**config.mk**
```make
export PLATFORM = sky130hd
export DESIGN_NAME = tcp_rt_req_queue
export DESIGN_NICKNAME = d
export VERILOG_FILES = /design/src/rtl/tcp_pkg.sv /design/src/rtl/rt_flowid_fifo.sv /design/src/rtl/tcp_rt_req_queue.sv
export SDC_FILE = /design/constraint.sdc
export NUM_CORES = 1
export LEC_CHECK = 0
export CAP_MARGIN = 20
export CORE_MARGIN = 3
export CORE_UTILIZATION = 54
export DETAILED_ROUTE_END_ITERATION = 8
export PLACE_DENSITY = 0.83
export SLEW_MARGIN = 10
export SYNTH_ARGS = -nofsm -noshare
export SYNTH_HDL_FRONTEND = slang
export SYNTH_HIERARCHICAL = 1
export SYNTH_SLANG_ARGS = --single-unit
export TNS_END_PERCENT = 100
```
**constraint.sdc**
```tcl
create_clock -name clk -period 5.3 [get_ports clk]
set_clock_uncertainty 0.15 [all_clocks]
set_input_delay 1.06 -clock clk [delete_from_list [all_inputs] [get_ports clk]]
set_output_delay 1.06 -clock clk [all_outputs]
set_load 0.02 [all_outputs]
```
**src/rtl/tcp_pkg.sv**
```systemverilog
// Shared TCP datapath widths and the retransmit request bundle type.
package tcp_pkg;
  localparam int TX_PAYLOAD_PTR_W = 7;
  localparam int FLOWID_W         = 3;

  typedef struct packed {
    logic [FLOWID_W-1:0]         flowid;
    logic [TX_PAYLOAD_PTR_W:0]   head_ptr;
  } rt_req_struct;
endpackage

```
**src/rtl/rt_flowid_fifo.sv**
```systemverilog
// Generic register FIFO with a combinational head output; push and pop may coincide,
// including at empty and at full occupancy.
module rt_flowid_fifo #(
  parameter int WIDTH      = 3,
  parameter int LOG2_DEPTH = 3
) (
  input  logic             clk,
  input  logic             rst,
  input  logic             push,
  input  logic [WIDTH-1:0] push_dat,
  input  logic             pop,
  output logic             empty,
  output logic [WIDTH-1:0] head_dat
);
  localparam int DEPTH = 2 ** LOG2_DEPTH;

  logic [WIDTH-1:0]    mem_q [DEPTH];
  logic [WIDTH-1:0]    mem_d [DEPTH];
  logic [LOG2_DEPTH:0] wr_ptr_q, wr_ptr_d;
  logic [LOG2_DEPTH:0] rd_ptr_q, rd_ptr_d;

  // Extra pointer bit distinguishes full from empty; only empty is needed here.
  assign empty    = (wr_ptr_q == rd_ptr_q);
  assign head_dat = mem_q[rd_ptr_q[LOG2_DEPTH-1:0]];

  always_comb begin
    mem_d    = mem_q;
    wr_ptr_d = wr_ptr_q;
    rd_ptr_d = rd_ptr_q;
    if (push) begin
      mem_d[wr_ptr_q[LOG2_DEPTH-1:0]] = push_dat;
      wr_ptr_d = wr_ptr_q + 1'b1;
    end
    if (pop && !empty) begin
      rd_ptr_d = rd_ptr_q + 1'b1;
    end
  end

  always_ff @(posedge clk) begin
    if (rst) begin
      wr_ptr_q <= '0;
      rd_ptr_q <= '0;
      for (int i = 0; i < DEPTH; i++) mem_q[i] <= '0;
    end else begin
      wr_ptr_q <= wr_ptr_d;
      rd_ptr_q <= rd_ptr_d;
      mem_q    <= mem_d;
    end
  end
endmodule

```
**src/rtl/tcp_rt_req_queue.sv**
```systemverilog
// Per-flow retransmit request queue: one outstanding request per flow, head pointer kept
// current by later ACKs, requests issued in arrival order over val/rdy; never back-pressures.
module tcp_rt_req_queue
  import tcp_pkg::*;
#(
  parameter int FLOWID_W = tcp_pkg::FLOWID_W,
  parameter int PTR_W    = TX_PAYLOAD_PTR_W + 1
) (
  input  logic                clk,
  input  logic                rst,
  input  logic                ack_rt_val,
  input  logic [FLOWID_W-1:0] ack_rt_flowid,
  input  logic                ack_rt_set_rt,
  input  logic [PTR_W-1:0]    ack_rt_head_ptr,
  output logic                ack_rt_rdy,
  input  logic                flow_clear_val,
  input  logic [FLOWID_W-1:0] flow_clear_flowid,
  output logic                rt_req_val,
  output logic [FLOWID_W-1:0] rt_req_flowid,
  output logic [PTR_W-1:0]    rt_req_head_ptr,
  input  logic                rt_req_rdy,
  output logic [FLOWID_W:0]   pending_cnt
);
  localparam int NUM_FLOWS = 2 ** FLOWID_W;

  logic [NUM_FLOWS-1:0] pending_q, pending_d;
  logic [NUM_FLOWS-1:0] queued_q, queued_d;
  logic [PTR_W-1:0]     head_ptr_q [NUM_FLOWS];
  logic [PTR_W-1:0]     head_ptr_d [NUM_FLOWS];
  logic [FLOWID_W:0]    pending_cnt_q, pending_cnt_d;
  logic                 rdy_q;

  logic                fifo_empty;
  logic [FLOWID_W-1:0] head_flow;
  logic                head_vld;
  logic                fifo_pop;
  logic                fifo_push;

  rt_flowid_fifo #(
    .WIDTH      (FLOWID_W),
    .LOG2_DEPTH (FLOWID_W)
  ) u_fifo (
    .clk      (clk),
    .rst      (rst),
    .push     (fifo_push),
    .push_dat (ack_rt_flowid),
    .pop      (fifo_pop),
    .empty    (fifo_empty),
    .head_dat (head_flow)
  );

  assign head_vld = !fifo_empty && pending_q[head_flow];
  // Stale heads are dropped without waiting for the TX engine.
  assign fifo_pop = !fifo_empty && (!pending_q[head_flow] || rt_req_rdy);

  assign rt_req_val      = head_vld;
  assign rt_req_flowid   = head_vld ? head_flow : '0;
  assign rt_req_head_ptr = head_vld ? head_ptr_q[head_flow] : '0;
  assign pending_cnt     = pending_cnt_q;
  assign ack_rt_rdy      = rdy_q;

  always_comb begin
    pending_d     = pending_q;
    queued_d      = queued_q;
    head_ptr_d    = head_ptr_q;
    fifo_push     = 1'b0;
    pending_cnt_d = '0;

    if (fifo_pop) begin
      pending_d[head_flow] = 1'b0;
      queued_d[head_flow]  = 1'b0;
    end

    // Input sees post-pop state so a popped flow can be re-armed in the same cycle.
    if (ack_rt_val) begin
      if (ack_rt_set_rt) begin
        pending_d[ack_rt_flowid]  = 1'b1;
        head_ptr_d[ack_rt_flowid] = ack_rt_head_ptr;
        if (!queued_d[ack_rt_flowid]) begin
          queued_d[ack_rt_flowid] = 1'b1;
          fifo_push               = 1'b1;
        end
      end else if (pending_d[ack_rt_flowid]) begin
        head_ptr_d[ack_rt_flowid] = ack_rt_head_ptr;
      end
    end

    if (flow_clear_val) begin
      pending_d[flow_clear_flowid] = 1'b0;
    end

    for (int i = 0; i < NUM_FLOWS; i++) begin
      pending_cnt_d = pending_cnt_d + (FLOWID_W + 1)'(pending_d[i]);
    end
  end

  always_ff @(posedge clk) begin
    if (rst) begin
      pending_q     <= '0;
      queued_q      <= '0;
      pending_cnt_q <= '0;
      rdy_q         <= 1'b0;
      for (int i = 0; i < NUM_FLOWS; i++) head_ptr_q[i] <= '0;
    end else begin
      pending_q     <= pending_d;
      queued_q      <= queued_d;
      pending_cnt_q <= pending_cnt_d;
      rdy_q         <= 1'b1;
      head_ptr_q    <= head_ptr_d;
    end
  end
endmodule

```
==> flow_summary.toml, run 1 <==
[setup_path]
arrival_ns = 5.35
slowest_stage = "mux4_2"
crit_top_cell = "inv_1"
timing.reg2reg.setup_slack_ns = 0.17
critPathBufInv = 5
r2r_cells = 19
critPathTopFamily = "adder cells"
r2r_start = "u_fifo/rd_ptr_q[0]$_SDFFE_PP0P_"
slowest_delay_ns = 0.52
crit_chain = "mux4_2 > mux2_4 > buf_6 > nand4bb_4 > o311ai_4 > a21oi_2 > o2111ai_2 > a21oi_2 > or2_2 > fa_1 > inv_1 > fa_1 > inv_1 > fa_1 > inv_1 > ha_2 > inv_1 > fa_2 > nor2_1"
crit_required_ns = 5.53
worst-path-stages = 19
crit_type = "flip-flop to flip-flop"
cp-end-kind = "flip-flop"
cp-start-kind = "flip-flop"
reg2reg_to = "pending_cnt[1]$_SDFF_PP0_"
path_max_fanout = 11

[cells_and_area]
area_growth_pct = 20.7
drive_gt1_share_pct = 17.9
multi_input_area_sq_um = 3380
antenna_cells = 0
n_fill_cell = 813
final_core_utilization_pct = 68.4
nNetsFinal = 720
fin_cells = 839
seq_area_sq_um = 2350

[clock_network]
path_clk_slew_ns = 0.06
cts_sinks = 117
htreeDepth = 4
cts_buffers = 17
clock_latency_ns = 0.52
cts_buffer_depth = 2
cts_tree = "done"
cts_root_buf = "clkbuf_8"

[grt]
overflow = 0
groute.usage.overall_pct = 28.6
grt_first_pass_wirelength_mm = 28.1
grt_pass1_vias = 5359
antenna_found_initial = 0
grt_max_degree = 75

[yosys]
async_reset_ff_share_pct = 0
synth_cell_types = 79
synth_top_cell_area_share_pct = 39.1
synth_top_cell_by_area = "dfxtp_1"
synth_most_common_cell = "dfxtp_1"
syn_area_per_cell_sq_um = 9.35
netlist_area_sq_um = 5980
synth-seq-area-share_pct = 39.1
syn_nets = 669
synth_edf_count = 0
synth_common_cells = "dfxtp_1, nor2_1, mux2i_1"
netlist_instances = 640
ys_warn_count = 6
synth_top_flop_cell = "dfxtp_1"
netlist_top_cells_area = "dfxtp_1, mux2i_1, nor2_1, o21ai_0, nand2_1"
ys_ff_latch = 117

[route]
route.detailed.drc = 0
drtIter0Drc = 663
firstDrtPassIters = 6
viasPerCell = 6.36
drt_wl_total_mm = 17.5
antenna_left = 0
avgRoutedWirePerCell_microns = 20.9
via_count = 5333

[run]
cap_violations = 0

[placement]
dp_slack_ns = -0.0693
portBuffers = 36
finalWeightedCongestion = 0.969
dp_hpwl_mm = 11.9
dp_cells = 806

[die]
die_area_sq_um = 12400
die_x_microns = 111
start_util_pct = 56.7
placementRows = 37
ios = 37
core_sq_um = 10600
die_y_microns = 111

[sta]
worstMarginPinSlew_ns = 0.957
relSlewSlack_pct = 36.1
hold_viol_final = 0
holdWs_ns = 0.310
final.period_utilization_pct = 96.7
fmax_mhz = 195
fin_crit_ns = 5.13
rsz0062_at_grt = "no"
fin_setup_tns_ns = 0
setup_ws_ns = 0.174
slew_violations = 0
setup_viol = 0

[min_path]
hold_path_depth = 2
holdPathEnd = "queued_q[2]$_SDFF_PP0_"
hp-start = "queued_q[2]$_SDFF_PP0_"
hold_path.class = "flip-flop to flip-flop"

[power]
powerDensity_nw_per_um2 = 322
ir_drop_v = 0.000284
leakage_nw = 2.93

[run_status]
status = "finished clean"
how the worst max path moves through the flow:
stage                                    startpoint                         to  slack [ns]
detailed placement  u_fifo/rd_ptr_q[0]$_SDFFE_PP0P_  pending_cnt[2]$_SDFF_PP0_       -0.07
floorplan           u_fifo/rd_ptr_q[0]$_SDFFE_PP0P_  pending_cnt[2]$_SDFF_PP0_        0.04
finish              u_fifo/rd_ptr_q[0]$_SDFFE_PP0P_  pending_cnt[1]$_SDFF_PP0_        0.17
global placement    u_fifo/rd_ptr_q[0]$_SDFFE_PP0P_  pending_cnt[2]$_SDFF_PP0_        0.10
global route        u_fifo/rd_ptr_q[0]$_SDFFE_PP0P_  pending_cnt[2]$_SDFF_PP0_     0.00009
CTS                 u_fifo/rd_ptr_q[0]$_SDFFE_PP0P_  pending_cnt[2]$_SDFF_PP0_       0.001
metrics by stage:
stage	instance area, sq um	total power, W
global route	7220	0.00241
CTS	7150	0.00232
finish	7220	0.00232
detailed placement	6570	0.00122
floorplan	5990	0.00111
global placement	6570	0.00121
routing by layer:
layer / up-vias / part of all wire, % / global-route usage, % / wire (microns)
met2: 320 / 47 / 45.4 / 8170
met5: - / 0 / 0 / 0
met4: 0 / 4.1 / 12.7 / 711
met3: 68 / 9.3 / 7.31 / 1630
met1: 2530 / 40 / 36.6 / 6980
li1: 2415 / - / - / -
sequential cells by signal (all words and copies together), names as in the netlist:
signal	cells
u_fifo/wr_ptr_q	4
queued_q	8
pending_cnt	4
ack_rt_rdy	1
head_ptr_q	64
u_fifo/mem_q	24
u_fifo/rd_ptr_q	4
pending_q	8
area by class of cell:
cell class / count / area share [%]
Sequential cell: 117 / 32.5
Multi-Input combinational cell: 456 / 46.8
Clock buffer: 23 / 6.60
Timing Repair Buffer: 75 / 9.08
Clock inverter: 8 / 1.37
Inverter: 24 / 1.25
Tap cell: 136 / 2.36
cell usage in the layout, fill, tap and decap left out, types with 4 or more instances in the layout:
cell type,instances
a211oi_1,4
a21oi_1,21
a32o_1,10
and3_1,4
buf_4,37
clkbuf_16,16
clkbuf_8,5
clkdlybuf4s50_1,35
dfxtp_1,115
ha_1,4
inv_1,24
mux2_2,11
mux2i_1,72
mux4_2,4
nand2_1,45
nand2b_1,9
nand3_1,24
nor2_1,84
nor3_1,13
nor4_1,4
o21ai_0,36
o221ai_1,6
o22ai_1,10
or2_2,4
or3_1,6
xor2_1,5
worst min-delay path: stages (launching register included):
cell     delay [ns]
dfxtp_1        0.31
nand2_1        0.05
a21oi_1        0.05
cell families after synthesis:
| kind of cell | Yosys count | share of synthesized area, % |
|---|---|---|
| AND/OR/NAND/NOR | 218 | 17.8 |
| buffers and inverters | 67 | 5.23 |
| multiplexers | 92 | 17.4 |
| adder cells (fa/ha/maj) | 9 | 2.38 |
| XOR/XNOR | 8 | 1.55 |
| AO/OA/AOI/OAI | 129 | 16.5 |
| flip-flops | 117 | 39.1 |
power by group:
group	internal [W]	switching, W
registers	0.000897	0.0000150
logic	0.000123	0.000184
clock network	0.000714	0.000391
total	0.00173	0.000590
repair_timing:
action                     CTS  global route
gates resized for setup      2            15
buffers inserted             0             2
setup endpoints to repair    5             8
hold buffers                 0             0
gates cloned                 0             0
pin swaps                    0             4
No activity file was read; power rests on OpenSTA's default activity.
==> run 2, diff against run 1 <==
--- a/config.mk
+++ b/config.mk
@@ -6,6 +6,7 @@
 export NUM_CORES = 1
 export LEC_CHECK = 0
 export CAP_MARGIN = 20
+export CORE_ASPECT_RATIO = 1.75
 export CORE_MARGIN = 3
 export CORE_UTILIZATION = 54
 export DETAILED_ROUTE_END_ITERATION = 8
==> run 2 against run 1 <==
  * Non-clock buffer count down 4
  * Wire length increased by 1.9%
  * Register-to-register slack barely moved
  * Final cell count decreased by 1.2%
  * Worst setup slack better by 0.0093 ns
  * Clock-buffer cell count shrank 1
  * Core utilization fell by 0.75 points
==> flow_summary.toml, run 2 (synthesized netlist as in run 1, its figures left out) <==
[grt]
groute.usage.overall_pct = 29.2
grt_first_pass_wirelength_mm = 27.8
grt_max_degree = 75
overflow = 0
grt_pass1_vias = 5399
antenna_found_initial = 0

[setup_path]
slowest_delay_ns = 0.51
cp-start-kind = "flip-flop"
crit_required_ns = 5.43
crit_chain = "mux4_2 > mux2_4 > or2b_1 > o221ai_2 > a21oi_2 > o2111ai_2 > a21oi_2 > or2_2 > fa_1 > inv_1 > fa_1 > inv_1 > fa_1 > inv_1 > ha_2 > inv_1 > fa_2 > nor2_1"
crit_type = "flip-flop to flip-flop"
slowest_stage = "mux4_2"
arrival_ns = 5.25
cp-end-kind = "flip-flop"
crit_top_cell = "inv_1"
path_max_fanout = 6

[clock_network]
cts_tree = "done"
cts_buffers = 17
cts_root_buf = "clkbuf_16"
clock_latency_ns = 0.42
path_clk_slew_ns = 0.06
cts_sinks = 117
cts-hold-fix-buffers = 0
htreeDepth = 4
cts_buffer_depth = 2

[die]
start_util_pct = 55.6
die_x_microns = 85.6
placementRows = 50
ios = 37
core_sq_um = 10800
die_y_microns = 145
die_area_sq_um = 12400

[run]
cap_violations = 0

[cells_and_area]
fin_area_sq_um = 7280
nNetsFinal = 716
area_growth_pct = 21.7
drive_gt1_share_pct = 17.2
largest_register_ffs = 64
reg.largest.list = "head_ptr_q (64), u_fifo/mem_q (24)"
n_fill_cell = 816
final_common_cell = "dfxtp_1"
final_cell_mix = "dfxtp_1, nor2_1, mux2i_1, nand2_1, o21ai_0"
top_register = "head_ptr_q"
seq_area_sq_um = 2350
fin_cells = 829
antenna_cells = 0
multi_input_area_sq_um = 3380

[sta]
fmax_mhz = 195
fin_setup_tns_ns = 0
setup_ws_ns = 0.183
relSlewSlack_pct = 41.3
setup_viol = 0
fin_crit_ns = 5.12
final.period_utilization_pct = 96.5
hold_viol_final = 0
slew_violations = 0
worstMarginPinSlew_ns = 0.880

[route]
antenna_left = 0
drtIter0Drc = 421
viasPerCell = 6.44
drt_wl_total_mm = 17.8
avgRoutedWirePerCell_microns = 21.5
via_count = 5341
route.detailed.drc = 0
firstDrtPassIters = 6

[run_status]
status = "finished clean"

[placement]
place_area_sq_um = 6580
portBuffers = 36
dp_hpwl_mm = 12.5
dp_slack_ns = -0.0832
dp_cells = 797
finalWeightedCongestion = 0.980

[min_path]
hold_path.class = "flip-flop to flip-flop"

[power]
power_w = 0.00247
ir_drop_v = 0.000327
powerDensity_nw_per_um2 = 339
leakage_nw = 2.95
==> run 2: critical path: cells and delay by family, from the launching register on <==
family | cells | cell delay (ns)
multiplexers | 2 | 0.81
buffers and inverters | 4 | 0.24
flip-flops | 1 | 0.39
AND/OR/NAND/NOR | 3 | 0.60
AO/OA/AOI/OAI | 4 | 0.67
adder cells (fa/ha/maj) | 5 | 2.12
==> run 2: cell type report <==
| cell class | instances | area share, % |
|---|---|---|
| sequential | 117 | 32.2 |
| clock buffer | 22 | 6.37 |
| clock inverter | 9 | 2.39 |
| timing repair buffer | 71 | 9.11 |
| tap | 130 | 2.23 |
| inverter | 24 | 1.24 |
| multi-input combinational | 456 | 46.4 |
==> run 2: per-stage QoR <==
| stage | util, % | hold WS [ns] |
|---|---|---|
| floorplan | - | 0.280 |
| global placement | 61.1 | 0.290 |
| detailed placement | 61.1 | 0.303 |
| CTS | 67.1 | 0.310 |
| global route | 67.7 | 0.335 |
| finish | 67.7 | 0.304 |
==> run 2: routing by layer <==
metal / track usage (%) / share of wire (%) / up-vias
met2: 50.2 / 51 / 304
met4: 21.6 / 8.6 / 0
li1: - / - / 2402
met1: 29.1 / 34 / 2527
met5: 0 / 0 / -
met3: 7.84 / 6.5 / 108
==> run 2: final timing paths <==
path / startpoint / endpoint / slack (ns) / depth (start not counted)
setup / recovery: u_fifo/rd_ptr_q[0]$_SDFFE_PP0P_ / pending_cnt[1]$_SDFF_PP0_ / 0.18 / 18
hold / removal: queued_q[2]$_SDFF_PP0_ / queued_q[2]$_SDFF_PP0_ / 0.30 / 2
setup reg to reg: u_fifo/rd_ptr_q[0]$_SDFFE_PP0P_ / pending_cnt[1]$_SDFF_PP0_ / 0.18 / 18
hold reg to reg: queued_q[2]$_SDFF_PP0_ / queued_q[2]$_SDFF_PP0_ / 0.30 / 2
==> run 2: repair_timing <==
action	in CTS	in global routing
setup endpoints to repair	2	2
resized for setup	2	14
pin swaps	0	2
setup buffers	0	1
==> run 2: report_power, final <==
| group | leakage [nW] | total (W) | internal [W] | switching, W |
|---|---|---|---|---|
| clock network | 0.314 | 0.00125 | 0.000854 | 0.000394 |
| registers | 0.947 | 0.000913 | 0.000898 | 0.0000152 |
| logic | 1.69 | 0.000304 | 0.000122 | 0.000182 |
| total | 2.95 | 0.00247 | 0.00187 | 0.000591 |
==> run 3, diff against run 2 <==
--- a/config.mk
+++ b/config.mk
@@ -7,10 +7,10 @@
 export LEC_CHECK = 0
 export CAP_MARGIN = 20
 export CORE_ASPECT_RATIO = 1.75
-export CORE_MARGIN = 3
-export CORE_UTILIZATION = 54
+export CORE_MARGIN = 2
+export CORE_UTILIZATION = 45
 export DETAILED_ROUTE_END_ITERATION = 8
-export PLACE_DENSITY = 0.83
+export PLACE_DENSITY = 0.73
 export SLEW_MARGIN = 10
 export SYNTH_ARGS = -nofsm -noshare
 export SYNTH_HDL_FRONTEND = slang
==> run 3 against run 2 <==
  * Sequential share of layout area is 0.13 points lower
  * Die area grew 15%
  * First-iteration DRC count decreased by 34%
  * Total power decreased by 4.1%
  * Sequential cell count is the same
  * Maximum frequency hardly changed
  * Worst hold slack improved by 0.0055 ns
  * Critical path depth rose by 1
  * Combinational power increased by 3%
  * Clock power decreased by 9%
  * Critical path type unchanged
  * Critical endpoint unchanged
  * Largest cell class unchanged
==> flow_summary.toml, run 3 (synthesized netlist as in run 1, its figures left out) <==
[setup_path]
crit_required_ns = 5.43
crit_chain = "mux4_2 > mux2_4 > buf_8 > nand4bb_4 > o311ai_4 > a21oi_2 > o2111ai_2 > a21oi_2 > or2_2 > fa_1 > inv_1 > fa_1 > inv_1 > fa_1 > inv_1 > ha_2 > inv_1 > fa_2 > nor2_1"
crit_type = "flip-flop to flip-flop"
startpoint = "u_fifo/rd_ptr_q[0]$_SDFFE_PP0P_"
cp-start-kind = "flip-flop"
slowest_delay_ns = 0.52
cp-end-kind = "flip-flop"
slowest_stage = "fa_2"
reg2reg_to = "pending_cnt[1]$_SDFF_PP0_"
path_max_fanout = 11
r2r_start = "u_fifo/rd_ptr_q[0]$_SDFFE_PP0P_"
crit_top_cell = "inv_1"
timing.reg2reg.setup_slack_ns = 0.18
r2r_cells = 19
arrival_ns = 5.24

[min_path]
hp-start = "queued_q[2]$_SDFF_PP0_"
holdPathEnd = "queued_q[2]$_SDFF_PP0_"
hold_path_depth = 2
hold_path.class = "flip-flop to flip-flop"

[cells_and_area]
final_common_cell = "dfxtp_1"
largest_register_ffs = 64
drive_gt1_share_pct = 18.3
seq_area_sq_um = 2350
reg.largest.list = "head_ptr_q (64), u_fifo/mem_q (24)"
final_cell_mix = "dfxtp_1, nor2_1, mux2i_1, nand2_1, o21ai_0"
top_register = "head_ptr_q"
area_growth_pct = 22.2
multi_input_area_sq_um = 3390
fin_cells = 876
antenna_cells = 0
nNetsFinal = 721
n_fill_cell = 1169

[grt]
groute.usage.overall_pct = 27.2
grt_first_pass_wirelength_mm = 29.5
grt_pass1_vias = 5383
grt_max_degree = 72
overflow = 0
antenna_found_initial = 0

[sta]
final.period_utilization_pct = 96.5
fmax_mhz = 195
hold_viol_final = 0
rsz0062_at_grt = "no"
setup_viol = 0
setup_ws_ns = 0.185
worstMarginPinSlew_ns = 0.808
slew_violations = 0
relSlewSlack_pct = 46.1
fin_crit_ns = 5.12

[power]
powerDensity_nw_per_um2 = 323
leakage_nw = 2.94
power_frac_clock_pct = 48.2
net-switching-power_w = 0.000646
swShare_pct = 27.3
ir_drop_v = 0.000215
intPower_w = 0.00172
seq_power_share_pct = 38.6
p_comb_share_pct = 13.2

[clock_network]
cts-hold-fix-buffers = 0
htreeDepth = 4
cts_buffer_depth = 2
cts_root_buf = "clkbuf_16"
clock_latency_ns = 0.42
cts_tree = "done"
path_clk_slew_ns = 0.06
cts_buffers = 17
cts_sinks = 117

[placement]
finalWeightedCongestion = 1.00
dp_hpwl_mm = 13.7
dp_cells = 842
dp_slack_ns = -0.131
portBuffers = 36

[route]
route.detailed.drc = 0
drt_wl_total_mm = 19.0
via_count = 5281
drtIter0Drc = 278
antenna_left = 0
avgRoutedWirePerCell_microns = 21.7
viasPerCell = 6.03
firstDrtPassIters = 6

[die]
die_x_microns = 91.2
die_y_microns = 157
die_area_sq_um = 14300
ios = 37
start_util_pct = 46.2
placementRows = 55
core_sq_um = 12900

[run_status]
status = "finished clean"

[run]
cap_violations = 0
[run 3: how the worst max path moves through the flow]
stage | end | slack (ns) | depth (start not counted)
global placement | pending_cnt[2]$_SDFF_PP0_ | 0.05 | 19
detailed placement | pending_cnt[2]$_SDFF_PP0_ | -0.13 | 19
global route | pending_cnt[1]$_SDFF_PP0_ | 0.001 | 18
finish | pending_cnt[1]$_SDFF_PP0_ | 0.18 | 19
floorplan | pending_cnt[2]$_SDFF_PP0_ | 0.04 | 21
CTS | pending_cnt[2]$_SDFF_PP0_ | 0.006 | 20
[run 3: critical path, delay by kind of cell, from the launching register on]
kind	cells	cell delay, ns
AO/OA/AOI/OAI	4	0.51
buffers and inverters	5	0.39
multiplexers	2	0.82
adder cells (fa/ha/maj)	5	2.13
flip-flops	1	0.40
AND/OR/NAND/NOR	3	0.56
[run 3: power by group through the flow]
stage / Clock (W) / Sequential, W / Combinational (W)
2_1_floorplan: 0 / 0.000924 / 0.000189
3_3_place_gp: 0 / 0.000929 / 0.000292
3_5_place_dp: 0 / 0.000930 / 0.000296
4_1_cts: 0.00114 / 0.000911 / 0.000299
5_1_grt: 0.00119 / 0.000914 / 0.000332
6_report: 0.00114 / 0.000912 / 0.000312
[run 3: repair_timing]
| action | CTS | global route |
|---|---|---|
| pin swaps | 1 | 4 |
| gates resized for setup | 4 | 15 |
| buffers inserted | 1 | 1 |
| endpoints found under the setup margin | 2 | 2 |
[run 3: layout make-up]
| class | count | share of cell area (%) |
|---|---|---|
| Clock inverter | 14 | 2.09 |
| Inverter | 24 | 1.23 |
| Multi-Input combinational cell | 456 | 46.4 |
| Timing Repair Buffer | 76 | 9.40 |
| Sequential cell | 117 | 32.1 |
| Tap cell | 171 | 2.93 |
| Clock buffer | 18 | 5.87 |
[run 3: layer usage]
layer	up-vias	part of all wire, %	global-route usage [%]	wire length [microns]
met5	-	0	0	0
met4	0	9.3	21.5	1760
met3	97	4.5	5.06	862
met2	237	52	50.3	9950
met1	2539	34	26.1	6420
li1	2408	-	-	-
[run 3: metrics by stage]
| step | utilization [%] | total power (W) | TNS [ns] | area, sq um | hold slack [ns] |
|---|---|---|---|---|---|
| after floorplan | - | 0.00111 | 0 | 5990 | 0.280 |
| after global placement | 51.3 | 0.00122 | 0 | 6630 | 0.291 |
| after detailed placement | 51.3 | 0.00123 | -0.213 | 6630 | 0.301 |
| after CTS | 55.9 | 0.00235 | 0 | 7240 | 0.310 |
| after global routing | 56.5 | 0.00243 | 0 | 7310 | 0.323 |
| final | 56.5 | 0.00236 | 0 | 7310 | 0.309 |
